File: src/rtl/apb_i2c_regs.sv
`timescale 1ns/1ps
// ---------------------------------------------------------------------------
// apb_i2c_regs
//
// APB3 slave register front-end for the I2C bridge. Holds the bridge control
// bytes and transmit word. Captures the receive word when a transfer ends.
// A small sequencer turns a software GO write into the bridge enable window.
// It also sets the sticky DONE / TIMEOUT flags that drive the interrupt.
//
// APB handshake: zero wait states, so PREADY is tied high. A write commits
// on the CLK edge where PSEL & PENABLE & PWRITE is high and PSLVERR is low.
// PRDATA and PSLVERR are combinational and are meaningful only while
// PSEL & PENABLE is high. Outside that window both are 0.
//
// Ports
//   CLK, rst_n          clock, asynchronous active-low reset
//   PSEL .. PSLVERR     APB3 slave interface (ADDR_W-bit byte address)
//   irq                 registered level interrupt
//   i2c_con1            {speed[1:0], rep, da, bytcnt[1:0], enable, srst}
//   i2c_con2            {rw, addr[6:0]}
//   i2c_din             transmit word to the bridge
//   i2c_dout            receive word from the bridge
//   i2c_stat            live bridge status byte
//   i2c_ready           bridge idle flag (1 = idle)
//
// Register map (byte addresses)
//   0x00 CTRL   [0] SRST [1] GO/busy [3:2] BYTCNT [4] DA [5] REP
//               [7:6] SPEED [8] IRQ_EN
//   0x04 ADDR   [7:0] {rw, addr[6:0]}
//   0x08 TXDATA
//   0x0C RXDATA (read-only)
//   0x10 STATUS [7:0] live stat, [8] BUSY, [9] DONE (W1C), [10] TIMEOUT (W1C)
// ---------------------------------------------------------------------------
module apb_i2c_regs #(
    parameter int ADDR_W    = 5,
    parameter int TO_W      = 20,
    parameter int TO_CYCLES = 1048575
) (
    input  logic              CLK,
    input  logic              rst_n,
    input  logic              PSEL,
    input  logic              PENABLE,
    input  logic              PWRITE,
    input  logic [ADDR_W-1:0] PADDR,
    input  logic [31:0]       PWDATA,
    output logic [31:0]       PRDATA,
    output logic              PREADY,
    output logic              PSLVERR,
    output logic              irq,
    output logic [7:0]        i2c_con1,
    output logic [7:0]        i2c_con2,
    output logic [31:0]       i2c_din,
    input  logic [31:0]       i2c_dout,
    input  logic [7:0]        i2c_stat,
    input  logic              i2c_ready
);

    typedef enum logic [2:0] {
        S_IDLE  = 3'd0,
        S_ARM   = 3'd1,
        S_BUSY  = 3'd2,
        S_DONE  = 3'd3,
        S_ABORT = 3'd4
    } state_t;

    localparam logic [ADDR_W-1:0] A_CTRL   = ADDR_W'('h00);
    localparam logic [ADDR_W-1:0] A_ADDR   = ADDR_W'('h04);
    localparam logic [ADDR_W-1:0] A_TXDATA = ADDR_W'('h08);
    localparam logic [ADDR_W-1:0] A_RXDATA = ADDR_W'('h0C);
    localparam logic [ADDR_W-1:0] A_STATUS = ADDR_W'('h10);

    // The last cycle allowed in a wait state. When this cycle is reached
    // without progress, the sequencer aborts.
    localparam logic [TO_W-1:0] TO_LAST = TO_W'(TO_CYCLES - 1);

    state_t          state_q, state_d;
    logic [TO_W-1:0] timer_q, timer_d;

    logic            srst_q, srst_d;
    logic [5:0]      cfg_q, cfg_d;          // {speed[1:0], rep, da, bytcnt[1:0]}
    logic            irq_en_q, irq_en_d;
    logic [7:0]      addr_q, addr_d;
    logic [31:0]     tx_q, tx_d;
    logic [31:0]     rx_q, rx_d;
    logic            done_q, done_d;
    logic            timeout_q, timeout_d;
    logic            irq_q, irq_d;

    logic            seq_enable, seq_done, seq_abort;
    logic            busy, timer_hit;
    logic            apb_acc, mapped, err;
    logic            sel_ctrl, sel_addr, sel_tx, sel_rx, sel_stat;
    logic            wr_ok, wr_ctrl, wr_addr, wr_tx, wr_stat;
    logic            srst_req, go_req;

    // ------------------------------------------------------------------
    // APB decode
    // ------------------------------------------------------------------
    assign apb_acc  = PSEL & PENABLE;
    assign sel_ctrl = (PADDR == A_CTRL);
    assign sel_addr = (PADDR == A_ADDR);
    assign sel_tx   = (PADDR == A_TXDATA);
    assign sel_rx   = (PADDR == A_RXDATA);
    assign sel_stat = (PADDR == A_STATUS);
    assign mapped   = sel_ctrl | sel_addr | sel_tx | sel_rx | sel_stat;
    assign busy     = (state_q != S_IDLE);

    // Config registers are frozen while a transfer is in flight. The only
    // exception is a CTRL write that carries SRST, which is how software
    // aborts a transfer.
    assign err = apb_acc & (~mapped
                          | (PWRITE & sel_rx)
                          | (PWRITE & busy & (sel_addr | sel_tx | (sel_ctrl & ~PWDATA[0]))));

    assign wr_ok   = apb_acc & PWRITE & ~err;
    assign wr_ctrl = wr_ok & sel_ctrl;
    assign wr_addr = wr_ok & sel_addr;
    assign wr_tx   = wr_ok & sel_tx;
    assign wr_stat = wr_ok & sel_stat;

    // SRST overrides GO in the same write.
    assign srst_req = wr_ctrl & PWDATA[0];
    assign go_req   = wr_ctrl & PWDATA[1] & ~PWDATA[0];

    assign PREADY  = 1'b1;
    assign PSLVERR = err;

    // ------------------------------------------------------------------
    // Sequencer: state register
    // ------------------------------------------------------------------
    always_ff @(posedge CLK or negedge rst_n) begin
        if (!rst_n) begin
            state_q <= S_IDLE;
            timer_q <= '0;
        end else begin
            state_q <= state_d;
            timer_q <= timer_d;
        end
    end

    assign timer_hit = (timer_q >= TO_LAST);

    // Sequencer: next state
    always_comb begin
        state_d = state_q;
        case (state_q)
            S_IDLE:  if (go_req) state_d = S_ARM;
            S_ARM: begin
                if (!i2c_ready)     state_d = S_BUSY;
                else if (timer_hit) state_d = S_ABORT;
            end
            S_BUSY: begin
                if (i2c_ready)      state_d = S_DONE;
                else if (timer_hit) state_d = S_ABORT;
            end
            S_DONE:  state_d = S_IDLE;
            S_ABORT: state_d = S_IDLE;
            default: state_d = S_IDLE;
        endcase
        if (srst_req) state_d = S_IDLE;
    end

    // The timer counts the cycles spent in the current state. It restarts
    // on every transition and saturates at all-ones.
    always_comb begin
        if (state_d != state_q)  timer_d = '0;
        else if (timer_q != '1)  timer_d = timer_q + 1'b1;
        else                     timer_d = timer_q;
    end

    // Sequencer: outputs
    always_comb begin
        seq_enable = 1'b0;
        seq_done   = 1'b0;
        seq_abort  = 1'b0;
        case (state_q)
            S_ARM, S_BUSY: seq_enable = 1'b1;
            S_DONE:        seq_done   = 1'b1;
            S_ABORT:       seq_abort  = 1'b1;
            default:       ;
        endcase
    end

    // ------------------------------------------------------------------
    // Software registers and sticky flags
    // ------------------------------------------------------------------
    always_comb begin
        srst_d    = srst_q;
        cfg_d     = cfg_q;
        irq_en_d  = irq_en_q;
        addr_d    = addr_q;
        tx_d      = tx_q;
        rx_d      = rx_q;
        done_d    = done_q;
        timeout_d = timeout_q;

        if (wr_ctrl) begin
            srst_d   = PWDATA[0];
            cfg_d    = PWDATA[7:2];
            irq_en_d = PWDATA[8];
        end
        if (wr_addr) addr_d = PWDATA[7:0];
        if (wr_tx)   tx_d   = PWDATA;
        if (wr_stat) begin
            if (PWDATA[9])  done_d    = 1'b0;
            if (PWDATA[10]) timeout_d = 1'b0;
        end
        // Setting a flag comes after its W1C clear, so a set in the same
        // cycle wins. An SRST write landing on the completion cycle
        // discards that completion.
        if (seq_done && !srst_req) begin
            rx_d   = i2c_dout;
            done_d = 1'b1;
        end
        if (seq_abort && !srst_req) timeout_d = 1'b1;
    end

    assign irq_d = irq_en_q & (done_q | timeout_q);

    always_ff @(posedge CLK or negedge rst_n) begin
        if (!rst_n) begin
            srst_q    <= 1'b0;
            cfg_q     <= '0;
            irq_en_q  <= 1'b0;
            addr_q    <= '0;
            tx_q      <= '0;
            rx_q      <= '0;
            done_q    <= 1'b0;
            timeout_q <= 1'b0;
            irq_q     <= 1'b0;
        end else begin
            srst_q    <= srst_d;
            cfg_q     <= cfg_d;
            irq_en_q  <= irq_en_d;
            addr_q    <= addr_d;
            tx_q      <= tx_d;
            rx_q      <= rx_d;
            done_q    <= done_d;
            timeout_q <= timeout_d;
            irq_q     <= irq_d;
        end
    end

    // ------------------------------------------------------------------
    // Read mux and bridge outputs
    // ------------------------------------------------------------------
    always_comb begin
        PRDATA = '0;
        if (apb_acc && !PWRITE) begin
            if (sel_ctrl)      PRDATA = {23'b0, irq_en_q, cfg_q, busy, srst_q};
            else if (sel_addr) PRDATA = {24'b0, addr_q};
            else if (sel_tx)   PRDATA = tx_q;
            else if (sel_rx)   PRDATA = rx_q;
            else if (sel_stat) PRDATA = {21'b0, timeout_q, done_q, busy, i2c_stat};
            else               PRDATA = '0;
        end
    end

    assign i2c_con1 = {cfg_q, seq_enable, srst_q};
    assign i2c_con2 = addr_q;
    assign i2c_din  = tx_q;
    assign irq      = irq_q;

endmodule
File: config.mk
export PLATFORM = sky130hd
export DESIGN_NAME = apb_i2c_regs
export DESIGN_NICKNAME = d
export VERILOG_FILES = /design/src/rtl/apb_i2c_regs.sv
export SDC_FILE = /design/constraint.sdc
export NUM_CORES = 1
export LEC_CHECK = 0
export BUFFER_PORTS_ARGS = -buffer_cell sky130_fd_sc_hd__buf_2
export CAP_MARGIN = 20
export CORE_ASPECT_RATIO = 1.5
export CORE_MARGIN = 2
export CORE_UTILIZATION = 25
export DETAILED_ROUTE_END_ITERATION = 7
export PLACE_DENSITY = 0.54
export SYNTH_ARGS = -nofsm -noshare
export SYNTH_HDL_FRONTEND = slang
export SYNTH_SLANG_ARGS = --single-unit
File: constraint.sdc
create_clock -name CLK -period 2.78 [get_ports CLK]
set_input_delay 0.278 -clock CLK [delete_from_list [all_inputs] [get_ports CLK]]
set_output_delay 0.278 -clock CLK [all_outputs]
set_load 0.01 [all_outputs]
; After elaboration in Yosys (flattened, before gate mapping)
; Cells that the tools add are included.
[classes]
n_shift = 0
div_mod_pow = 0
order_cmp = 1
n_addsub = 1
n_eq_ne = 10
multipliers = 0
mux = 23
n_reduce_logical = 16
bitwise = 28
[ops]
columns = op, count
row1 = two-way mux 32 bit, 5
row2 = two-way mux 20 bit, 2
row3 = "adder 20 x 1 -> 20 bit, second input constant", 1
row4 = "greater-or-equal comparator 20 bit, second input constant", 1
row5 = "inequality test 20 bit, second input constant", 1
row6 = bitwise AND 1 bit, 16
row7 = two-way mux 3 bit, 5
row8 = two-way mux 11 bit, 1
row9 = "equality test 5 x 4 -> 1 bit, second input constant", 2
row10 = nonzero test 2 bit, 5
row11 = two-way mux 1 bit, 9
row12 = bitwise OR 1 bit, 9
row13 = one-hot mux 3 bit (3 select lines), 1
row14 = "equality test 3 x 2 -> 1 bit, second input constant", 2
row15 = "equality test 5 x 3 -> 1 bit, second input constant", 1
row16 = "equality test 5 bit, second input constant", 1
row17 = logical NOT 5 bit, 1
row18 = AND reduction 2 bit, 2
row19 = "equality test 3 x 1 -> 1 bit, second input constant", 1
row20 = "equality test 3 bit, second input constant", 1
row21 = logical AND 1 bit, 3
row22 = logical NOT 3 bit, 1
row23 = inequality test 3 bit, 1
row24 = NOT 1 bit, 3
row25 = 3 further kinds, 4
[word_totals]
reg_bits = 106
output_inout_bits = 83
ramBits = 0
n_memories = 0
in_bits = 83
latch_bits = 0
elab_cells = 90
mem_bits_ro = 0

; Logic depth before layout (Yosys ltp)
; Gate-level depths: netlist of the first run.
[logic_depth]
ltp_word = 19
ltp_mapped = 8
depth_no_buf = 7

; Worst setup path after synthesis of the first run
; OpenSTA, ideal clock, no wires.
[synth_path]
path_kind = reg-to-reg
start = reg state_q[2]
end = reg timer_q[0]
required_ns = 2.684
arrival_ns = 2.217
setup_time_ns = 0.096
slack_ns = 0.467
n_path_buf = 2
synth_period_minus_slack_ns = 2.313
path_stages_with_launch = 9
cell_sequence = dfrtp_1 buf_6 or3_4 and4_4 nor4_4 a2bb2oi_2 o32a_1 buf_6 nor4_2
[synth_via]
elab_chain_cells = 15
elab_cells_between_ends = 23
classes_between = 3 x eq/ne / 7 x mux / 10 x bitwise / 3 x reduce/logical
[synth_lines]
columns = item, line_no
row1 = "start, declared", 76  ; state_t state_q, state_d;
row2 = "start signal, assigned", 136  ; state_q <= state_d;
row3 = nonzero test 3 bit, 106  ; assign busy = (state_q != S_IDLE);
row4 = bitwise AND 1 bit (2 in a row), 113  ; | (PWRITE & busy & (sel_addr | sel_tx | (sel_ctrl & ~PWDATA[0]))));
row5 = bitwise OR 1 bit, 113
row6 = bitwise AND 1 bit, 111  ; assign err = apb_acc & (~mapped
row7 = NOT 1 bit, 115  ; assign wr_ok = apb_acc & PWRITE & ~err;
row8 = bitwise AND 1 bit, 115
row9 = bitwise AND 1 bit, 116  ; assign wr_ctrl = wr_ok & sel_ctrl;
row10 = bitwise AND 1 bit (2 in a row), 123  ; assign go_req = wr_ctrl & PWDATA[1] & ~PWDATA[0];
row11 = two-way mux 3 bit, 147  ; S_IDLE: if (go_req) state_d = S_ARM;
row12 = one-hot mux 3 bit (3 select lines), 146  ; case (state_q)
row13 = two-way mux 3 bit, 160  ; if (srst_req) state_d = S_IDLE;
row14 = inequality test 3 bit (*), 166  ; if (state_d != state_q) timer_d = '0;
row15 = two-way mux 20 bit or nonzero test 2 bit (tied branches), n/a
row16 = "end signal, assigned", 137  ; timer_q <= timer_d;
row17 = "end, declared", 77  ; logic [TO_W-1:0] timer_q, timer_d;
; Mark *: on every way between the ends. The rest lies on a longest branch, timed or not.
; A chain may end at the register's enable or synchronous reset.

; Final worst setup path of the first run
[layout_path]
start = reg state_q[2]
end = reg timer_q[5]
; Same word-level chain as after synthesis.

==> results of run 1 <==
[power breakdown]
part | internal [mW] | leakage, nW | switching (mW)
Clock | 0.635 | 0.135 | 0.590
Combinational | 0.453 | 1.80 | 0.497
Sequential | 1.83 | 1.39 | 0.179
Total | 2.92 | 3.33 | 1.27
[registers in the layout (all words and copies together), names as in the netlist]
register   cells
irq_en_q       1
i2c_con2       8
state_q        3
i2c_din       32
irq            1
rx_q          32
timer_q       20
timeout_q      1
cfg_q          6
done_q         1
srst_q         1
[Yosys cell counts, drive strengths merged (2+ instances only)]
cell type,n
dfrtp,106
mux2,80
nor2,44
nand2,27
nor4,27
mux2i,21
buf,19
a21oi,14
nand3,13
nand2b,12
xor2,10
clkbuf,9
nand4,8
o21ai,8
xnor2,7
a22oi,6
nor3,6
a31oi,5
and2,5
o22ai,5
and3,4
inv,4
a22o,3
and4,3
a211oi,2
a21o,2
and4bb,2
ha,2
nor3b,2
nor4b,2
or2,2
or3,2
[worst reg2reg max path: cells and delay by family (launching register included)]
kind / cells / cell delay (ps)
AO/OA/AOI/OAI: 1 / 180
buffers and inverters: 1 / 330
AND/OR/NAND/NOR: 5 / 1350
flip-flops: 1 / 380
[through the flow]
stage / util / total power [mW] / hold WS (ps) / area (um^2)
CTS: 0.323 / 4.25 / 126 / 6990
floorplan: - / 2.68 / -17.6 / 5500
finish: 0.323 / 4.18 / 144 / 6990
detailed placement: 0.310 / 3.00 / 159 / 6700
global route: 0.323 / 4.43 / 136 / 6990
global placement: 0.310 / 2.98 / 162 / 6700
[placed cells by master (no fill, tap or decap), drive strengths merged, types with 3 or more instances in the layout]
cell type,instances
nand2b,12
o22ai,5
inv,6
nand4,8
and4,3
a21oi,14
mux2i,21
xnor2,7
dfrtp,106
nor2,44
o21ai,8
nor4,27
mux2,80
a22oi,6
and2,5
and3,4
nand3,13
xor2,10
a31oi,5
clkbuf,10
nor3,6
a22o,3
buf,183
nand2,27
[cell families after synthesis]
family,count (synthesis),synth area share
AND/OR/NAND/NOR,164,0.186
flip-flops,106,0.483
multiplexers,101,0.202
AO/OA/AOI/OAI,54,0.0651
buffers and inverters,32,0.0319
XOR/XNOR,17,0.0271
adder cells (fa/ha/maj),2,0.00455
other,1,0.000682
[area by class of cell]
class / count / share of cell area
antenna: 1 / 0.000358
inverter: 4 / 0.00215
sequential: 106 / 0.379
timing repair buffer: 184 / 0.145
clock buffer: 10 / 0.0342
tap: 272 / 0.0487
multi-input combinational: 339 / 0.385
clock inverter: 5 / 0.00555
[timing repair]
item / 4_1_cts / 5_1_grt
setup endpoints to repair: 0 / 0
hold buffers: 1 / 0
endpoints found under the hold margin: 13 / 0
resized for setup: 0 / 0
[worst paths after layout]
kind,startpoint,endpoint,slack [ps],cells after the start
hold / removal,i2c_dout[22],rx_q[22]$_DFFE_PN0P_,140,2
setup / recovery,state_q[2]$_DFF_PN0_,timer_q[5]$_DFFE_PN0P_,420,7
min in group asynchronous,rst_n,i2c_din[6]$_DFFE_PN0P_,340,2
setup reg to reg,state_q[2]$_DFF_PN0_,timer_q[5]$_DFFE_PN0P_,420,7
max in group asynchronous,rst_n,rx_q[23]$_DFFE_PN0P_,1690,3
hold reg to reg,rx_q[9]$_DFFE_PN0P_,rx_q[9]$_DFFE_PN0P_,490,1
[metal layers]
layer  up-vias  routed length [um]
li1       2073                   -
met1      2159                6230
met2       117                7790
met3        25                 851
met4         2                 412
met5         -                  11
==> impl_metrics.tcl, run 1 <==
set metrics [dict create \
    synthToLayoutAreaGrowth_pct 27.2 \
    ys_ff_latch 106 \
    hp-class "input port to register" \
    regArea_um2 2650 \
    core.rowCount 66 \
    drc_errors 0 \
    setup_ws_ps 425 \
    seq_area_frac_synth 0.483 \
    die_w_um 125 \
    vias 4376 \
    start_util 0.254 \
    avgRoutedWirePerCell_um 16.6 \
    power_per_cell_area_nw_per_um2 599 \
    clock-sinks 106 \
    syn_nets 562 \
    clock_latency_ps 340 \
    dr.pass1.iters 4 \
    drive_above_1_share 0.423 \
    track_usage 0.129 \
    port_buffers 164 \
    grt_use_met3 0.0313 \
    cp_max_fo 20 \
    drtIter0Drc 142 \
    maxCapViolations 0 \
    postSynthCellCount 477 \
    wl_mm 15.3 \
    top_usage_layer "met2" \
    worst_slew_pin_slew_ps 553 \
    synth_edf_count 0 \
    synth.area.top_cells "dfrtp_1 48%, mux2_2 9.0%, mux2_1 7.4%" \
    nets 729 \
    crit_type "register to register" \
    max-vdd-ir-drop_mv 0.289 \
    finalSetupViolCount 0 \
    numCtsBuffers 9 \
    cts_root_buffer "clkbuf_16" \
    place_inst 904 \
    worstPathRequired_ps 3000 \
    die_y_um 186 \
    cts_htree_levels 3 \
    final_max_slew_viol_count 0 \
    dieArea_um2 23200 \
    asyncSetResetFlopFracSynth 1.00 \
    io_pins 166 \
    grt_pass1_wl_mm 23.9 \
    grt_overflow 0 \
    grt_util_met1 0.152 \
    end_kind "register" \
    yosysTopAreaCell "dfrtp_1" \
    cts_setup_buffers 0 \
    crit_path_max_incr_delay_ps 430 \
    core_area_um2 21600 \
    cts.path.max_buffers 2 \
    grt_pass1_vias 4518 \
    fmax_ghz 0.425 \
    antenna_found_initial 2 \
    cts_tree "built" \
    grt_max_degree 58 \
    place.gp.congestion 0.770 \
    rsz0062_at_grt "no" \
    final_cells 921 \
    arrival_ps 2570 \
    finalClockSkew_ps 7.93 \
    synth_area_per_cell_um2 11.5 \
    slew_headroom 0.628 \
    dpl.hpwl_mm 11.2 \
    clk_pin_slew_ps 70 \
    viasPerCell 4.75 \
    fin_setup_tns_ps 0 \
    synth_cell_types 59 \
    period_needed_ps 2360 \
    pre_cts_slack_ps 242 \
    cp_top_family "simple AND/OR/NAND/NOR gates" \
    multi_input_area_um2 2690 \
    run_status "complete, no violations" \
    yosys.area.top_type_share 0.483 \
    synth_warnings 0 \
    use_met2 0.227 \
    ys.flop_type "dfrtp_1" \
    worstPathCellList "or3_4 -> and4_4 -> and4bb_2 -> or2_1 -> o32a_1 -> buf_4 -> nor4_2" \
    leakage_nw 3.33 \
    fillers 2279 \
    syn_area_um2 5500 \
    antenna_left 0 \
    cp-start-kind "register" \
    finalCritPeriodShare 0.847 \
    worst_path_max_delay_cell "or3_4" \
    critPathBufInv 1 \
    finalHoldViolCount 0 \
]
Power figures use the tool's default switching activity.
==> run 2, diff against run 1 <==
==> constraint.sdc (replaced) <==
create_clock -name CLK -period 2.45 [get_ports CLK]
set_input_delay 0.245 -clock CLK [delete_from_list [all_inputs] [get_ports CLK]]
set_output_delay 0.245 -clock CLK [all_outputs]
set_load 0.01 [all_outputs]
==> run 2 against run 1 <==
Register-to-register slack got worse by 250 ps; sequential cell count is the same; die area did not move; critical path depth is 1 higher; setup slack worse by 250 ps; fmax is 3.5% higher; final area is 1.1% higher; highest routed layer is now met4.
==> impl_metrics.tcl, run 2 (synthesis results as in run 1) <==
set metrics [dict create \
    finalHoldViolCount 0 \
    final_max_slew_viol_count 0 \
    core.rowCount 66 \
    p_sw_mw 1.43 \
    cts_htree_levels 3 \
    layout_common_cells "163 x buf_2, 106 x dfrtp_1, 44 x mux2_2" \
    avgRoutedWirePerCell_um 16.0 \
    finalClockSkew_ps 10.8 \
    grt_pass1_vias 4412 \
    fillers 2301 \
    rsz0062_at_grt "no" \
    dpl.hpwl_mm 11.2 \
    fmax_ghz 0.439 \
    clk_pin_slew_ps 80 \
    final_common_cell "buf_2" \
    cts_root_buffer "clkbuf_16" \
    cts_tree "built" \
    io_pins 166 \
    worst_path_max_delay_cell "or3_4" \
    swShare 0.300 \
    port_buffers 164 \
    worstHoldStart "i2c_dout[30]" \
    drtIter0Drc 153 \
    dr.pass1.iters 4 \
    numCtsBuffers 9 \
    place.gp.congestion 0.795 \
    period_needed_ps 2280 \
    design_area_um2 7070 \
    power_per_cell_area_nw_per_um2 673 \
    drive_above_1_share 0.428 \
    r2r-end "timer_q[4]$_DFFE_PN0P_" \
    run_status "complete, no violations" \
    drc_errors 0 \
    worstPathCellList "or3_4 -> and4_4 -> and4bb_2 -> buf_4 -> o221a_1 -> o311ai_2 -> buf_12 -> nor4_2" \
    track_usage 0.127 \
    clock_latency_ps 350 \
    nets 737 \
    final_cells 930 \
    final_core_util 0.327 \
    finalSetupViolCount 0 \
    core_area_um2 21600 \
    pre_cts_slack_ps 53.1 \
    worstReg2RegStart "state_q[2]$_DFF_PN0_" \
    fin_setup_tns_ps 0 \
    viasPerCell 4.68 \
    leakage_nw 3.37 \
    cts.path.max_buffers 2 \
    intPower_mw 3.33 \
    antenna_left 0 \
    wl_mm 14.9 \
    ctsResizeCount 0 \
    grt_pass1_wl_mm 23.7 \
    die_w_um 125 \
    critPathBufInv 2 \
    cp_max_fo 20 \
    place_inst 912 \
    finalCritPeriodShare 0.929 \
    crit_type "register to register" \
    cp_top_family "simple AND/OR/NAND/NOR gates" \
    placed_area_um2 6790 \
    grt_max_degree 55 \
    hold-worst-slack_ps 107 \
    slew_headroom 0.640 \
    synthToLayoutAreaGrowth_pct 28.6 \
    r2r_cells 8 \
    maxCapViolations 0 \
    hp-class "input port to register" \
    crit_path_max_incr_delay_ps 420 \
    holdPathEnd "rx_q[30]$_DFFE_PN0P_" \
    total_power_mw 4.76 \
    worst_slew_pin_slew_ps 536 \
    end_kind "register" \
    start_util 0.254 \
    pwr-share-seq 0.477 \
    die_y_um 186 \
    arrival_ps 2530 \
    antenna_found_initial 1 \
    whs_path_depth 2 \
    cp-start-kind "register" \
    max-vdd-ir-drop_mv 0.345 \
    setup_ws_ps 173 \
    p_clk_frac 0.287 \
    clock-sinks 106 \
    dieArea_um2 23200 \
    grt_overflow 0 \
    rrSetupSlack_ps 170 \
    worstPathRequired_ps 2700 \
    p_comb_frac 0.235 \
    vias 4352 \
]
-- run 2: cell count changes in the layout (fill, tap and decap cells not counted) --
cell and change:
buf_12 +2, buf_4 +6, clkbuf_1 +2, clkbuf_8 -1
-- run 2: worst max-delay path by stage --
stage	start	to	slack, ps	cells after the start
3_3_place_gp	PADDR[4]	timer_q[12]$_DFFE_PN0P_	110	8
3_5_place_dp	PADDR[4]	timer_q[4]$_DFFE_PN0P_	50	8
4_1_cts	state_q[2]$_DFF_PN0_	timer_q[4]$_DFFE_PN0P_	150	8
6_report	state_q[2]$_DFF_PN0_	timer_q[4]$_DFFE_PN0P_	170	8
2_1_floorplan	state_q[2]$_DFF_PN0_	timer_q[0]$_DFFE_PN0P_	140	8
5_1_grt	state_q[2]$_DFF_PN0_	timer_q[2]$_DFFE_PN0P_	10	8
-- run 2: power by group through the flow --
stage	registers [mW]	clock network (mW)	logic [mW]
final	2.27	1.37	1.12
after global routing	2.32	1.49	1.25
after CTS	2.28	1.43	1.14
after detailed placement	2.31	0	1.14
after global placement	2.31	0	1.12
after floorplan	2.24	0	0.798
-- run 2: worst reg2reg max path, cell delays in order (launching register included) --
cell and delay [ps]:
dfrtp_1 380, or3_4 420, and4_4 210, and4bb_2 310, buf_4 130, o221a_1 200
o311ai_2 120, buf_12 190, nor4_2 230
-- run 2: metal layers --
metal	wire [um]	track usage	vias to the layer above
met5	0	0	-
met3	662	0.0285	13
li1	-	-	2092
met4	253	0.0418	0
met1	6290	0.153	2142
met2	7710	0.225	105
-- run 2: repair_timing --
action / CTS / global route
endpoints found under the hold margin: 19 / 0
buffers inserted: 0 / 0
hold buffers: 1 / 0
-- run 2: final cells by class --
cell class / count / area (um^2) / area share
well taps: 272 / 340 / 0.0481
flip-flops and latches: 106 / 2650 / 0.375
inverters: 4 / 15.0 / 0.00212
clock buffers: 11 / 233 / 0.0329
multi-input cells: 339 / 2690 / 0.380
clock inverters: 5 / 38.8 / 0.00549
repair buffers: 192 / 1100 / 0.155
diodes: 1 / 2.50 / 0.000354
==> run 3, diff against run 2 <==
--- a/config.mk
+++ b/config.mk
@@ -5,6 +5,7 @@
 export SDC_FILE = /design/constraint.sdc
 export NUM_CORES = 1
 export LEC_CHECK = 0
+export ABC_AREA = 1
 export BUFFER_PORTS_ARGS = -buffer_cell sky130_fd_sc_hd__buf_2
 export CAP_MARGIN = 20
 export CORE_ASPECT_RATIO = 1.5
==> run 3 against run 2 <==
Final cell count is 17% higher; fmax is 6.3% higher; global-route usage is 1.9 points higher; synthesized area is 0.96% higher; combinational power is 4% higher; via count is 12% higher; die area is 0.93% higher; sequential cell count stayed put; largest power group unchanged.
==> impl_metrics.tcl, run 3 <==
set metrics [dict create \
    dr.pass1.iters 4 \
    synth_adder_area_share 0.00451 \
    drtIter0Drc 206 \
    fin_setup_tns_ps 0 \
    io_pins 166 \
    netlist_top_cells_count "130 x nand2_1, 106 x dfrtp_1, 77 x inv_1" \
    max-vdd-ir-drop_mv 0.330 \
    nets 893 \
    start_util 0.256 \
    ys.flop_type "dfrtp_1" \
    place.gp.congestion 0.815 \
    fmax_ghz 0.467 \
    grt_overflow 0 \
    yosys.area_share.simple 0.221 \
    total_power_mw 4.91 \
    dpl.hpwl_mm 13.0 \
    worstHoldStart "PWDATA[14]" \
    synth_area_per_cell_um2 8.59 \
    synthMuxAreaShare 0.0589 \
    grt_pass1_vias 5004 \
    postSynthCellCount 646 \
    grt_pass1_wl_mm 26.8 \
    run_status "complete, no violations" \
    seq_area_frac_synth 0.478 \
    clock_latency_ps 350 \
    yosysMostFrequentCell "nand2_1" \
    final_max_slew_viol_count 0 \
    die_y_um 186 \
    power_per_cell_area_nw_per_um2 702 \
    end_kind "output port" \
    synthToLayoutAreaGrowth_pct 26.2 \
    worstReg2RegStart "timer_q[1]$_DFFE_PN0P_" \
    rsz0062_at_grt "no" \
    grt_max_degree 66 \
    leakage_nw 3.59 \
    ys_ff_latch 106 \
    vias 4882 \
    yosysTopAreaCell "dfrtp_1" \
    layout_common_cells "163 x buf_2, 130 x nand2_1, 106 x dfrtp_1" \
    drive_above_1_share 0.297 \
    slew_headroom 0.660 \
    antenna_found_initial 5 \
    cts_setup_buffers 0 \
    crit_start "PADDR[2]" \
    syn_area_um2 5550 \
    synth-compound-area-share 0.125 \
    clk_pin_slew_ps 70 \
    cts.path.max_buffers 2 \
    worst_slew_pin_slew_ps 508 \
    finalSetupViolCount 0 \
    synth.area.top_cells "dfrtp_1 48%, nand2_1 8.8%, mux2_1 5.7%" \
    crit_type "input port to output port" \
    synth_top_family_by_area "simple AND/OR/NAND/NOR gates" \
    maxCapViolations 0 \
    core_area_um2 21700 \
    asyncSetResetFlopFracSynth 1.00 \
    hp-class "input port to register" \
    arrival_ps 1900 \
    cp-start-kind "input port" \
    cts_tree "built" \
    finalCritPeriodShare 0.874 \
    finalHoldViolCount 0 \
    avgRoutedWirePerCell_um 15.6 \
    die_w_um 126 \
    synth_cell_types 38 \
    numCtsBuffers 9 \
    synth_warnings 0 \
    yosys.area.top_type_share 0.478 \
    antenna_left 0 \
    final_common_cell "buf_2" \
    core.rowCount 66 \
    synth_edf_count 0 \
    synth-xor-area-share 0.0189 \
    wl_mm 17.0 \
    period_needed_ps 2140 \
    finalClockSkew_ps 8.98 \
    track_usage 0.146 \
    port_buffers 164 \
    cts_root_buffer "clkbuf_16" \
    cts_htree_levels 3 \
    syn_nets 731 \
    drc_errors 0 \
    cp_max_fo 7 \
    worstPathRequired_ps 2200 \
    clock-sinks 106 \
    dieArea_um2 23400 \
    viasPerCell 4.49 \
]
-- run 3: cell types whose count changed after synthesis, sizes merged, moves of 26 or more --
cell and delta:
inv +76, a21oi +27, nor4 -26, mux2 -51
nand2 +103, o21ai +51
-- run 3: what timing repair did --
item / CTS / global route
hold buffers: 1 / 0
gates resized for setup: 0 / 0
endpoints found under the hold margin: 16 / 0
-- run 3: path summary, 6_finish.rpt --
kind	slack, ps	depth (start not counted)	to
setup / recovery	310	11	PRDATA[6]
hold / removal	100	2	i2c_din[14]$_DFFE_PN0P_
setup reg to reg	340	12	timer_q[10]$_DFFE_PN0P_
hold reg to reg	490	2	rx_q[13]$_DFFE_PN0P_
max in group asynchronous	1340	3	i2c_con2[5]$_DFFE_PN0P_
min in group asynchronous	310	2	i2c_din[17]$_DFFE_PN0P_
-- run 3: kinds of logic after synthesis --
kind of cell,Yosys count
other cells,1
mux,29
simple gates,260
fa+ha+maj,2
compound gates,123
buf+inv,113
flops,106
xor+xnor,12
-- run 3: layer usage --
layer  global-route usage  routed length (um)  up-vias  part of all wire
met3               0.0307                 782       33             0.046
met2                0.260                8970      108              0.53
met4               0.0705                 506        2             0.030
li1                     -                   -     2448                 -
met5                    0                  16        -           0.00094
met1                0.165                6730     2291              0.40
-- run 3: final cells by class --
type	count	area, um^2
fill	2312	14700
sequential	106	2650
multi-input combinational	427	2390
timing repair buffer	182	998
tap	272	340
inverter	82	308
clock buffer	13	270
clock inverter	2	35.0
antenna	4	10.0
-- run 3: power by group --
group          internal (mW)  switching [mW]
logic                  0.414           0.754
clock network          0.871           0.657
registers               2.05           0.170
-- run 3: critical path, stage by stage --
cell,delay [ps]
buf_2,210
inv_2,80
nand3_2,180
inv_1,80
nor2_1,280
o21ai_0,150
a21oi_1,240
a211oi_1,80
a21oi_1,130
nor2_1,70
buf_2,150
-- run 3: stage by stage --
stage | util | hold WS (ps) | cell area [um^2] | std cells | setup WS [ps]
6_report | 0.322 | 101 | 7000 | 1088 | 308
5_1_grt | 0.322 | 94.7 | 7000 | 1086 | 140
4_1_cts | 0.322 | 86.5 | 6990 | 1084 | 278
3_5_place_dp | 0.307 | 141 | 6680 | 1068 | 210
3_3_place_gp | 0.307 | 143 | 6680 | 1068 | 310
2_1_floorplan | - | -50.6 | 5550 | 646 | 620
